==> config.mk <==
export PLATFORM = sky130hd
export DESIGN_NAME = bcd_converter_seq
export DESIGN_NICKNAME = d
export VERILOG_FILES = /design/src/rtl/bcd_converter_seq.sv
export SDC_FILE = /design/constraint.sdc
export NUM_CORES = 1
export LEC_CHECK = 0
export CAP_MARGIN = 10
export CORE_ASPECT_RATIO = 1.5
export CORE_UTILIZATION = 35
export CTS_CLUSTER_SIZE = 8
export DETAILED_ROUTE_END_ITERATION = 6
export PLACE_DENSITY_LB_ADDON = 0.12
export SLEW_MARGIN = 20
export SYNTH_ARGS = -nofsm -noshare
export SYNTH_HDL_FRONTEND = slang
export SYNTH_SLANG_ARGS = --single-unit
==> constraint.sdc <==
create_clock -name clk -period 5.5 [get_ports clk]
set_input_delay 0.825 -clock clk [delete_from_list [all_inputs] [get_ports clk]]
set_output_delay 0.825 -clock clk [all_outputs]
set_load 0.005 [all_outputs]
==> src/rtl/bcd_converter_seq.sv <==
`default_nettype none
// ============================================================================
//  Module   : bcd_converter_seq
//  Purpose  : Sequential binary-to-BCD converter (shift-and-add-3), one input
//             bit per clock, signed/unsigned per conversion, sign reported
//             separately, sticky overflow when DIGITS is too small.
//  Revision : 1.0 - initial release
// ============================================================================
module bcd_converter_seq #(
   parameter int WIDTH  = 32,
   parameter int DIGITS = 10
) (
   input  logic                  clk,
   input  logic                  rst_n,
   input  logic                  start,
   input  logic [WIDTH-1:0]      binary,
   input  logic                  signed_en,
   output logic                  busy,
   output logic                  done,
   output logic                  neg,
   output logic [4*DIGITS-1:0]   bcd,
   output logic                  overflow
);

   localparam int              BCD_W    = 4 * DIGITS;
   localparam int              CNT_W    = (WIDTH > 1) ? $clog2(WIDTH) : 1;
   localparam logic [CNT_W-1:0] CNT_LAST = CNT_W'(WIDTH - 1);
   localparam logic [CNT_W-1:0] CNT_ONE  = CNT_W'(1);
   localparam logic [WIDTH-1:0] MAG_ONE  = WIDTH'(1);

   typedef enum logic [1:0] {
      IDLE  = 2'd0,
      SHIFT = 2'd1,
      DONE  = 2'd2
   } state_t;

   state_t            state;
   state_t            state_next;

   // Working registers for the conversion in flight
   logic [WIDTH-1:0]  mag_work;
   logic [BCD_W-1:0]  dig_work;
   logic              neg_work;
   logic              ovf_work;
   logic [CNT_W-1:0]  cnt;

   // Combinational helpers
   logic              accept;
   logic              shift_last;
   logic              neg_in;
   logic [WIDTH-1:0]  mag_in;
   logic [BCD_W-1:0]  dig_adj;
   logic [BCD_W-1:0]  dig_shifted;
   logic              top_out;

   // Sign/magnitude split of the incoming operand. The most negative value
   // negates to itself, which read as unsigned is exactly its magnitude.
   assign neg_in = signed_en & binary[WIDTH-1];
   assign mag_in = neg_in ? ((~binary) + MAG_ONE) : binary;

   // Add-3 correction: every digit of 5 or more is bumped before the shift so
   // that the doubling carries correctly into the next decade.
   generate
      for (genvar i = 0; i < DIGITS; i++) begin : g_adj
         assign dig_adj[4*i +: 4] = (dig_work[4*i +: 4] >= 4'd5)
                                  ? (dig_work[4*i +: 4] + 4'd3)
                                  : dig_work[4*i +: 4];
      end
   endgenerate

   // Digit chain shifted one place, fed by the magnitude MSB; the bit leaving
   // the top digit is a decade that does not fit and marks overflow.
   assign dig_shifted = {dig_adj[BCD_W-2:0], mag_work[WIDTH-1]};
   assign top_out     = dig_adj[BCD_W-1];

   // State register
   always_ff @(posedge clk or negedge rst_n) begin
      if (!rst_n) begin
         state <= IDLE;
      end else begin
         state <= state_next;
      end
   end

   // Next-state and handshake decode
   always_comb begin
      state_next = state;
      busy       = (state != IDLE);
      done       = 1'b0;
      accept     = 1'b0;
      shift_last = 1'b0;
      case (state)
         IDLE: begin
            if (start) begin
               accept     = 1'b1;
               state_next = SHIFT;
            end
         end
         SHIFT: begin
            if (cnt == '0) begin
               shift_last = 1'b1;
               state_next = DONE;
            end
         end
         DONE: begin
            done       = 1'b1;
            state_next = IDLE;
         end
         default: begin
            state_next = IDLE;
         end
      endcase
   end

   // Working datapath: load on acceptance, one double-dabble step per SHIFT cycle
   always_ff @(posedge clk or negedge rst_n) begin
      if (!rst_n) begin
         mag_work <= '0;
         dig_work <= '0;
         neg_work <= 1'b0;
         ovf_work <= 1'b0;
         cnt      <= '0;
      end else if (accept) begin
         mag_work <= mag_in;
         dig_work <= '0;
         neg_work <= neg_in;
         ovf_work <= 1'b0;
         cnt      <= CNT_LAST;
      end else if (state == SHIFT) begin
         mag_work <= mag_work << 1;
         dig_work <= dig_shifted;
         if (top_out) begin
            ovf_work <= 1'b1;
         end
         if (cnt != '0) begin
            cnt <= cnt - CNT_ONE;
         end
      end
   end

   // Result registers: updated only on the edge entering DONE, held otherwise
   always_ff @(posedge clk or negedge rst_n) begin
      if (!rst_n) begin
         bcd      <= '0;
         neg      <= 1'b0;
         overflow <= 1'b0;
      end else if (shift_last) begin
         bcd      <= dig_shifted;
         neg      <= neg_work;
         overflow <= ovf_work | top_out;
      end
   end

endmodule
`default_nettype wire

==> metrics.cfg, run 1 <==
[timing]
drv_slew = 0
post-route-min-period_ps = 2760
worstMarginPinSlew_ps = 771
rsz0062_at_grt = no
relSlewSlack_pct = 48.6
fmax_mhz = 362
skew_ps = 10.4
setup_viol = 0
tns_ps = 0
hold_viol_final = 0
fin_crit_sh_pct = 50.2

[global_routing]
grt_pass1_wl_um = 27200
grt_overflow = 0
grt.total_usage_pct = 18.7
grt_pass1_vias = 5230
grt_max_degree = 84
antenna_found_initial = 0

[power_and_ir_drop]
p_total_mw = 4.28
p_leak_nw = 3.38
power_per_cell_area_nw_per_um2 = 540
vdd_drop_max_uv = 161

[job]
maxCapViolCount = 0

[logic_synthesis]
syn_area_per_cell_um2 = 9.72
yosysWarnings = 0
yosys_most_used_dff = dfrtp_1
syn_nets = 713
synthArstFlopShare_pct = 100
synth-seq-cells = 123
synthCells = 655
ys_types = 47
synth-edff-count = 0
ys_seq_area_share_pct = 48.3
syn_area_um2 = 6370

[cells_and_area]
multi_input_area_um2 = 3080
drive_gt1_share_pct = 8.80
nets = 785
area_growth_syn_to_layout_pct = 24.5
diodes = 0
seq_area_um2 = 3080
fillCellCount = 1784
finalInstanceArea_um2 = 7930

[floorplan]
floorplan.initialDensity_pct = 35.6
row_count = 60
die_x_um = 112
ioPinCount = 80
dieArea_um2 = 18700
die_h_um = 167
coreArea_um2 = 17900

[worst_setup_path]
timing.critical_path.buf_inv = 2
crit_required_ps = 5760
arrival_ps = 3030
slowest_delay_ps = 460
crit_fanout = 7
critical_path.top_delay_family = simple AND/OR/NAND/NOR gates
worst_setup_path_end_kind = register
cp_cell_sequence = clkdlybuf4s50_1 > inv_1 > ha_1 > nor4b_2 > nand2_1 > o41ai_1 > xor2_1 > o21ai_0
cpMaxStageDelayCell = clkdlybuf4s50_1
critPathKind = input port to register
critPathLaunchType = input port

[route]
wl_per_cell_um = 17.3
avgViaCountPerCell = 5.38
drc = 5
vias = 5146
first_pass_iters = 7
wl_um = 16600
final_antenna_net_count = 0
drtIter0Drc = 307

[clock_tree]
htreeDepth = 4
cts_max_path_buffers = 2
cts_made_buffers = 17
postCtsSetupBuffers = 0
ctsHoldBuffers = 0
ctsRootBufferMaster = clkbuf_16
cts_tree = done
cts_sinks = 123
clk_latency_ps = 410
cts.clk_slew.worst_paths_ps = 60
ctsResizeCount = 0

[placement]
placed_area_um2 = 7380
gp_congestion = 0.850
hpwl_um = 11500
portBuffers = 79

[min_path]
hp-class = input port to asynchronous set/reset pin

[outcome]
status = complete, but fails checks
violations = DRC

==> metrics by stage <==
stage	setup slack, ps	std cells	util, %	hold WS [ps]
3_5_place_dp	2280	925	41.3	464
5_1_grt	2570	956	44.4	500
3_3_place_gp	2340	925	41.3	460
6_report	2740	956	44.4	471
4_1_cts	2710	956	44.3	477
2_1_floorplan	3190	655	-	446
==> Yosys cell counts, types with 3 or more instances <==
master	instances	share of area, %
nor3b_1	10	1.2
inv_1	28	1.7
a31oi_1	5	0.49
xnor2_1	24	3.3
or2_2	3	0.29
and2_1	4	0.39
buf_1	4	0.24
o22ai_1	7	0.69
a22oi_1	19	2.2
a21o_1	9	1.1
o41ai_1	4	0.55
nor3_1	14	1.1
nand3_1	13	1.0
nor2_1	17	1.0
clkbuf_1	30	1.8
nand2b_1	14	1.4
xor2_1	24	3.3
mux2_2	12	2.1
o21ai_0	76	6.0
a21oi_1	36	2.8
nor4_1	5	0.49
a32o_1	10	1.6
nor2b_1	3	0.29
ha_1	22	4.3
and3_1	4	0.39
a22o_1	9	1.2
dfrtp_1	123	48
nand2_1	84	5.0
o31ai_1	16	1.9
==> final timing paths <==
check | startpoint | to | slack, ps | cells after the start
worst max-delay path | binary[1] | mag_work[20] | 2740 | 8
worst min-delay path | rst_n | bcd[27] | 470 | 1
worst max register to register | state[0] | mag_work[15] | 3170 | 6
worst min register to register | bcd[13] | bcd[13] | 470 | 2
max in group asynchronous | rst_n | bcd[38] | 4030 | 2
min in group clk | bcd[13] | bcd[13] | 470 | 2
==> cells in the final DEF (no fill, tap or decap), drive strengths merged, types with 3 or more instances in the layout <==
cell and n:
a21o 9, nor2b 3, a22oi 19, clkinv 5, nor4b 3, nand2 84
and2 4, nor3 15, nand2b 14, ha 22, nor2 17, dfrtp 123
a32o 10, a22o 9, inv 28, o41ai 6, buf 9, nor4 6
or2 3, nand3 13, nor3b 10, clkbuf 23, o22ai 7, and3 4
xnor2 24, o21ai 78, o31ai 17, clkdlybuf4s50 78, a31oi 5, xor2 24
a21oi 36, mux2 12
==> cell families (layout without fill, tap and decap cells) <==
| logic type | count (synthesis) | after routing | share of synthesized area [%] |
|---|---|---|---|
| mux | 13 | 13 | 2.28 |
| xor+xnor | 48 | 48 | 6.60 |
| flops | 123 | 123 | 48.3 |
| buf+inv | 62 | 146 | 3.66 |
| simple gates | 182 | 182 | 14.2 |
| fa+ha+maj | 22 | 22 | 4.32 |
| compound gates | 205 | 205 | 20.6 |
==> final cells by class <==
| class | instances | area share, % |
|---|---|---|
| Clock inverter | 8 | 0.884 |
| Timing Repair Buffer | 87 | 10.7 |
| Tap cell | 217 | 3.43 |
| Inverter | 28 | 1.33 |
| Clock buffer | 23 | 5.90 |
| Sequential cell | 123 | 38.8 |
| Multi-Input combinational cell | 470 | 38.9 |
==> registers in the layout, summed over array words and instances, names as in the netlist <==
name and cells:
bcd 40, dig_work 40, mag_work 32, cnt 5, state 2, neg 1, neg_work 1, overflow 1
ovf_work 1
==> report_power, final <==
part | internal (mW) | switching (mW)
clock network | 0.638 | 0.388
registers | 1.29 | 0.300
logic | 0.822 | 0.840
==> layer usage <==
metal	up-vias	track usage [%]	wire length [um]
met4	0	7.01	359
met3	20	3.47	545
met2	107	33.5	8700
met5	-	0	0
met1	2532	22.0	6950
li1	2487	-	-
(Power assumes the default switching activity.)
==> run 2, diff against run 1 <==
clock period = 2.8 ns   (was 5.5 ns; I/O delays follow)
==> run 2 against run 1 <==
  * The run still ends with DRC left
  * Clock power is 140% higher
  * Via count grew 1.5%
  * Combinational power is 98% higher
  * Critical path depth is 2 lower
  * Largest cell class is now flip-flops and latches
==> metrics.cfg, run 2 (synthesis results as in run 1) <==
[outcome]
status = complete, but fails checks
violations = DRC

[placement]
gp_congestion = 0.873  ; +2.7%
place_inst = 939  ; +1.5%
hpwl_um = 11500  ; -0.39%
pre_cts_ws_ps = 236  ; -2050 ps
placed_area_um2 = 7500  ; +1.6%
portBuffers = 79  ; unchanged

[cells_and_area]
finalNonFillerCells = 972  ; +1.7%
top_regs = bcd x40, dig_work x40, mag_work x32
fillCellCount = 1733  ; -2.9%
finalInstanceArea_um2 = 8180  ; +3.2%
area_growth_syn_to_layout_pct = 28.5
nets = 800  ; +1.9%
drive_gt1_share_pct = 10.9  ; +2.1 points
final_cell_mix = dfrtp_1 (123), nand2_1 (83), clkdlybuf4s50_1 (78)
layout_commonest_cell = dfrtp_1
final_util_pct = 45.8  ; +1.4 points
diodes = 0  ; unchanged

[route]
final_antenna_net_count = 0  ; unchanged
wl_um = 16000  ; -3.4%
avgViaCountPerCell = 5.37  ; -0.19%
drc = 5  ; unchanged
drtIter0Drc = 206  ; -33%
wl_per_cell_um = 16.5  ; -5.0%
first_pass_iters = 6  ; -1
vias = 5222  ; +1.5%

[global_routing]
grt.total_usage_pct = 18.1  ; -0.62 points
grt_pass1_wl_um = 26800  ; -1.7%
grt_overflow = 0  ; unchanged
grt_pass1_vias = 5330  ; +1.9%
grt_max_degree = 64  ; -24%
antenna_found_initial = 0  ; unchanged

[clock_tree]
ctsResizeCount = 0  ; unchanged
cts.clk_slew.worst_paths_ps = 50  ; about the same
cts_max_path_buffers = 2  ; unchanged
cts_sinks = 123  ; unchanged
cts_made_buffers = 17  ; unchanged
clk_latency_ps = 400  ; about the same
ctsRootBufferMaster = clkbuf_16
htreeDepth = 4  ; unchanged
cts_tree = done

[floorplan]
dieArea_um2 = 18700  ; unchanged
die_x_um = 112  ; unchanged
row_count = 60  ; unchanged
ioPinCount = 80  ; unchanged
floorplan.initialDensity_pct = 35.6  ; unchanged
coreArea_um2 = 17900  ; unchanged
die_h_um = 167  ; unchanged

[worst_setup_path]
regToRegStartpoint = state[1]
critPathKind = input port to register
crit_required_ps = 3070  ; -2690 ps
critPathLaunchType = input port
worst_setup_path_end_kind = register
crit_fanout = 4  ; -3
rr_worst_depth = 3  ; -3
reg2reg_to = bcd[4]
arrival_ps = 2370  ; -660 ps
r2r_slack_ps = 830  ; -2340 ps

[timing]
tns_ps = 0  ; unchanged
setup_viol = 0  ; unchanged
fin_crit_sh_pct = 75.1
relSlewSlack_pct = 51.5  ; +2.9 points
rsz0062_at_grt = no
skew_ps = 6.37  ; -4.06 ps
fmax_mhz = 475
setup_ws_ps = 697  ; -2040 ps
worstMarginPinSlew_ps = 727  ; -43.6 ps
hold_slack_ps = 473  ; +1.86 ps
post-route-min-period_ps = 2100
drv_slew = 0  ; unchanged
hold_viol_final = 0  ; unchanged

[min_path]
holdPathStages = 2
hp-class = register to register
min_from = bcd[9]
holdPathEnd = bcd[9]

[power_and_ir_drop]
p_total_mw = 8.90  ; +110%
power_per_cell_area_nw_per_um2 = 1090  ; +100%
vdd_drop_max_uv = 395  ; +150%
p_leak_nw = 3.51  ; +3.8%

[job]
maxCapViolCount = 0  ; unchanged

==> run 2: cell count changes in the layout (fill, tap and decap cells not counted), sizes merged <==
cell	delta
buf	+14
bufinv	+5
clkinv	-4
clkbuf	-2
clkinvlp	+2
dlygate4sd3	+1
==> run 2: how the worst max path moves through the flow <==
stage | cells past startpoint | startpoint | endpoint
finish | 6 | binary[25] | mag_work[29]
global route | 6 | binary[25] | mag_work[29]
CTS | 6 | binary[25] | mag_work[29]
detailed placement | 6 | binary[25] | mag_work[29]
global placement | 6 | binary[25] | mag_work[29]
floorplan | 5 | binary[8] | mag_work[25]
==> run 2: critical path: stages <==
cell and delay [ps]:
clkdlybuf4s50_1 480, nor4_1 500, nand4_1 290, o41ai_2 420, xor2_1 160, o21ai_0 100
==> run 2: metal layers <==
layer	part of all wire (%)	wire length [um]	track usage, %
met2	52	8380	32.6
met5	0	0	0
met1	42	6770	20.9
met4	2.2	347	7.42
met3	3.1	501	3.22
==> run 2: what timing repair did <==
| action | in CTS | in global routing |
|---|---|---|
| endpoints found under the hold margin | 28 | 0 |
| hold buffers | 1 | 0 |
| buffers inserted | 0 | 0 |
==> run 2: area by class of cell <==
class	instances	area [um2]	area share [%]
Clock buffer	21	460	5.63
Inverter	28	105	1.28
Multi-Input combinational cell	470	3080	37.6
Clock inverter	11	215	2.63
Timing Repair Buffer	102	976	11.9
Sequential cell	123	3080	37.6
Tap cell	217	272	3.32
==> run 2: where the power goes <==
group          internal, mW  switching [mW]  leakage [nW]  total [mW]
Clock                  1.72           0.777         0.316        2.49
Combinational          1.65            1.64          1.68        3.29
Sequential             2.54           0.581          1.51        3.12
==> run 3, diff against run 2 <==
clock period = 1.7 ns   (was 2.8 ns; I/O delays follow)
==> run 3 against run 2 <==
  * Largest power group unchanged
  * Cell count increased by 10%
  * Wire length increased by 8.3%
  * Design area increased by 11%
  * Utilization increased by 5.1 points
  * Combinational power increased by 96%
  * Count of clock-buffer cells in the layout decreased by 2
  * Hold slack got worse by 220 ps
  * Register-to-register slack got worse by 760 ps
  * First-iteration DRC count increased by 13%
  * Sequential share of layout area decreased by 3.7 points
  * The flow still finishes with violations (DRC)
  * Sequential power increased by 66%
==> metrics.cfg, run 3 (synthesis results as in run 1) <==
[worst_setup_path]
critPathLaunchType = input port
arrival_ps = 1930  ; -440 ps
crit_required_ps = 1990  ; -1080 ps
cpMaxStageDelayCell = or4_4
rr_worst_depth = 5  ; +2
critPathKind = input port to register
crit_fanout = 3  ; -1
cp_cell_sequence = dlygate4sd2_1 > or4_4 > or3_4 > o41ai_4 > xor2_1 > o21ai_1
slowest_delay_ps = 430  ; -70 ps
worst_setup_path_end_kind = register

[cells_and_area]
area_growth_syn_to_layout_pct = 42.9
top_regs = bcd x40, dig_work x40, mag_work x32
fillCellCount = 1709  ; -1.4%
nets = 898  ; +12%
finalNonFillerCells = 1069  ; +10%
layout_commonest_cell = dfrtp_1
final_cell_mix = dfrtp_1 (119), buf_4 (110), nand2_1 (81)
diodes = 0  ; unchanged
drive_gt1_share_pct = 25.9  ; +15 points

[global_routing]
grt_max_degree = 48  ; -25%
busiest_layer = met2
grt_overflow = 0  ; unchanged
use_met1_pct = 20.7  ; -0.14 points
antenna_found_initial = 0  ; unchanged
grt_pass1_vias = 5813  ; +9.1%
grt.met2_usage_pct = 36.0  ; +3.3 points
grt_pass1_wl_um = 28200  ; +5.5%
met3_usage_pct = 3.08  ; -0.14 points
grt.total_usage_pct = 19.0  ; +0.98 points

[clock_tree]
htreeDepth = 4  ; unchanged
cts_max_path_buffers = 2  ; unchanged
cts_sinks = 123  ; unchanged
ctsRootBufferMaster = clkbuf_16
cts_tree = done
cts.clk_slew.worst_paths_ps = 60  ; about the same
cts_made_buffers = 17  ; unchanged
clk_latency_ps = 410  ; about the same

[power_and_ir_drop]
p_leak_nw = 4.04  ; +15%
power_per_cell_area_nw_per_um2 = 1640  ; +51%
vdd_drop_max_uv = 897  ; +130%

[timing]
drv_slew = 0  ; unchanged
relSlewSlack_pct = 67.0  ; +16 points
skew_ps = 6.47  ; +0.0980 ps
fin_crit_sh_pct = 96.7
hold_slack_ps = 253  ; -220 ps
fmax_mhz = 608
worstMarginPinSlew_ps = 495  ; -233 ps
tns_ps = 0  ; unchanged
setup_viol = 0  ; unchanged
post-route-min-period_ps = 1640
hold_viol_final = 0  ; unchanged

[job]
maxCapViolCount = 0  ; unchanged

[floorplan]
die_h_um = 167  ; unchanged
floorplan.initialDensity_pct = 35.6  ; unchanged
dieArea_um2 = 18700  ; unchanged
die_x_um = 112  ; unchanged
coreArea_um2 = 17900  ; unchanged
row_count = 60  ; unchanged
ioPinCount = 80  ; unchanged

[route]
final_antenna_net_count = 0  ; unchanged
avgViaCountPerCell = 5.25  ; -2.3%
drtIter0Drc = 232  ; +13%
drc = 7  ; +2
wl_per_cell_um = 16.2  ; -1.5%
vias = 5609  ; +7.4%
first_pass_iters = 7  ; +1
wl_um = 17300  ; +8.3%

[placement]
hpwl_um = 12400  ; +8.1%
gp_congestion = 0.858  ; -1.7%
place_inst = 1025  ; +9.2%
portBuffers = 79  ; unchanged

[outcome]
status = complete, but fails checks
violations = DRC

[min_path]
hp-class = input port to register
holdPathStages = 4  ; +2

==> run 3: cell types whose count changed in the layout (fill, tap and decap cells not counted), moves of 6 or more <==
cell	before	now
clkdlybuf4s50_1	78	66
buf_4	22	110
a21oi_2	0	7
dlygate4sd2_1	0	6
buf_12	1	7
a21oi_1	36	29
==> run 3: stage by stage <==
stage / utilization, % / cell area [um2] / setup WS, ps / power (mW)
2_1_floorplan: - / 6380 / -40.8 / 8.54
3_3_place_gp: 46.0 / 8230 / -549 / 11.1
3_5_place_dp: 46.0 / 8230 / -612 / 11.3
4_1_cts: 49.7 / 8880 / 1.91 / 14.8
5_1_grt: 50.9 / 9100 / -19.7 / 16.1
6_report: 50.9 / 9100 / 55.7 / 14.9
==> run 3: worst paths after layout <==
| path | from | endpoint | slack [ps] |
|---|---|---|---|
| setup reg to reg | dig_work[20] | bcd[22] | 70 |
| hold reg to reg | bcd[13] | bcd[13] | 470 |
| setup / recovery | binary[6] | mag_work[27] | 60 |
| max in group asynchronous | rst_n | state[0] | 670 |
| min in group asynchronous | rst_n | bcd[27] | 360 |
| hold / removal | binary[0] | mag_work[0] | 250 |
==> run 3: critical path, delay by kind of cell <==
family / cells / cell delay [ps]
buffers and inverters: 1 / 260
AND/OR/NAND/NOR: 2 / 840
XOR/XNOR: 1 / 190
AO/OA/AOI/OAI: 2 / 380
==> run 3: power breakdown <==
group          internal, mW  switching, mW  total (mW)  leakage, nW
sequential             4.18          0.985        5.17         1.51
clock                  2.03           1.29        3.31        0.268
combinational          3.46           3.00        6.46         2.26
==> run 3: cell type report <==
type | count | area (um2) | share of cell area, %
clock buffers | 19 | 443 | 4.87
clock inverters | 12 | 101 | 1.11
inverters | 28 | 105 | 1.15
multi-input cells | 470 | 3300 | 36.2
flip-flops and latches | 123 | 3080 | 33.9
well taps | 217 | 272 | 2.98
repair buffers | 200 | 1800 | 19.8
==> run 3: per-layer routing <==
metal	part of all wire [%]	vias up
met5	0	-
met4	2.2	0
met3	3.6	23
met2	55	136
met1	40	2728
li1	-	2722
==> run 3: repair_timing <==
action,4_1_cts,5_1_grt
hold buffers,1,0
endpoints found under the setup margin,29,39
resized for setup,28,48
hold endpoints to repair,32,0
pin swaps,10,17
cloned,0,2
setup buffers,6,4
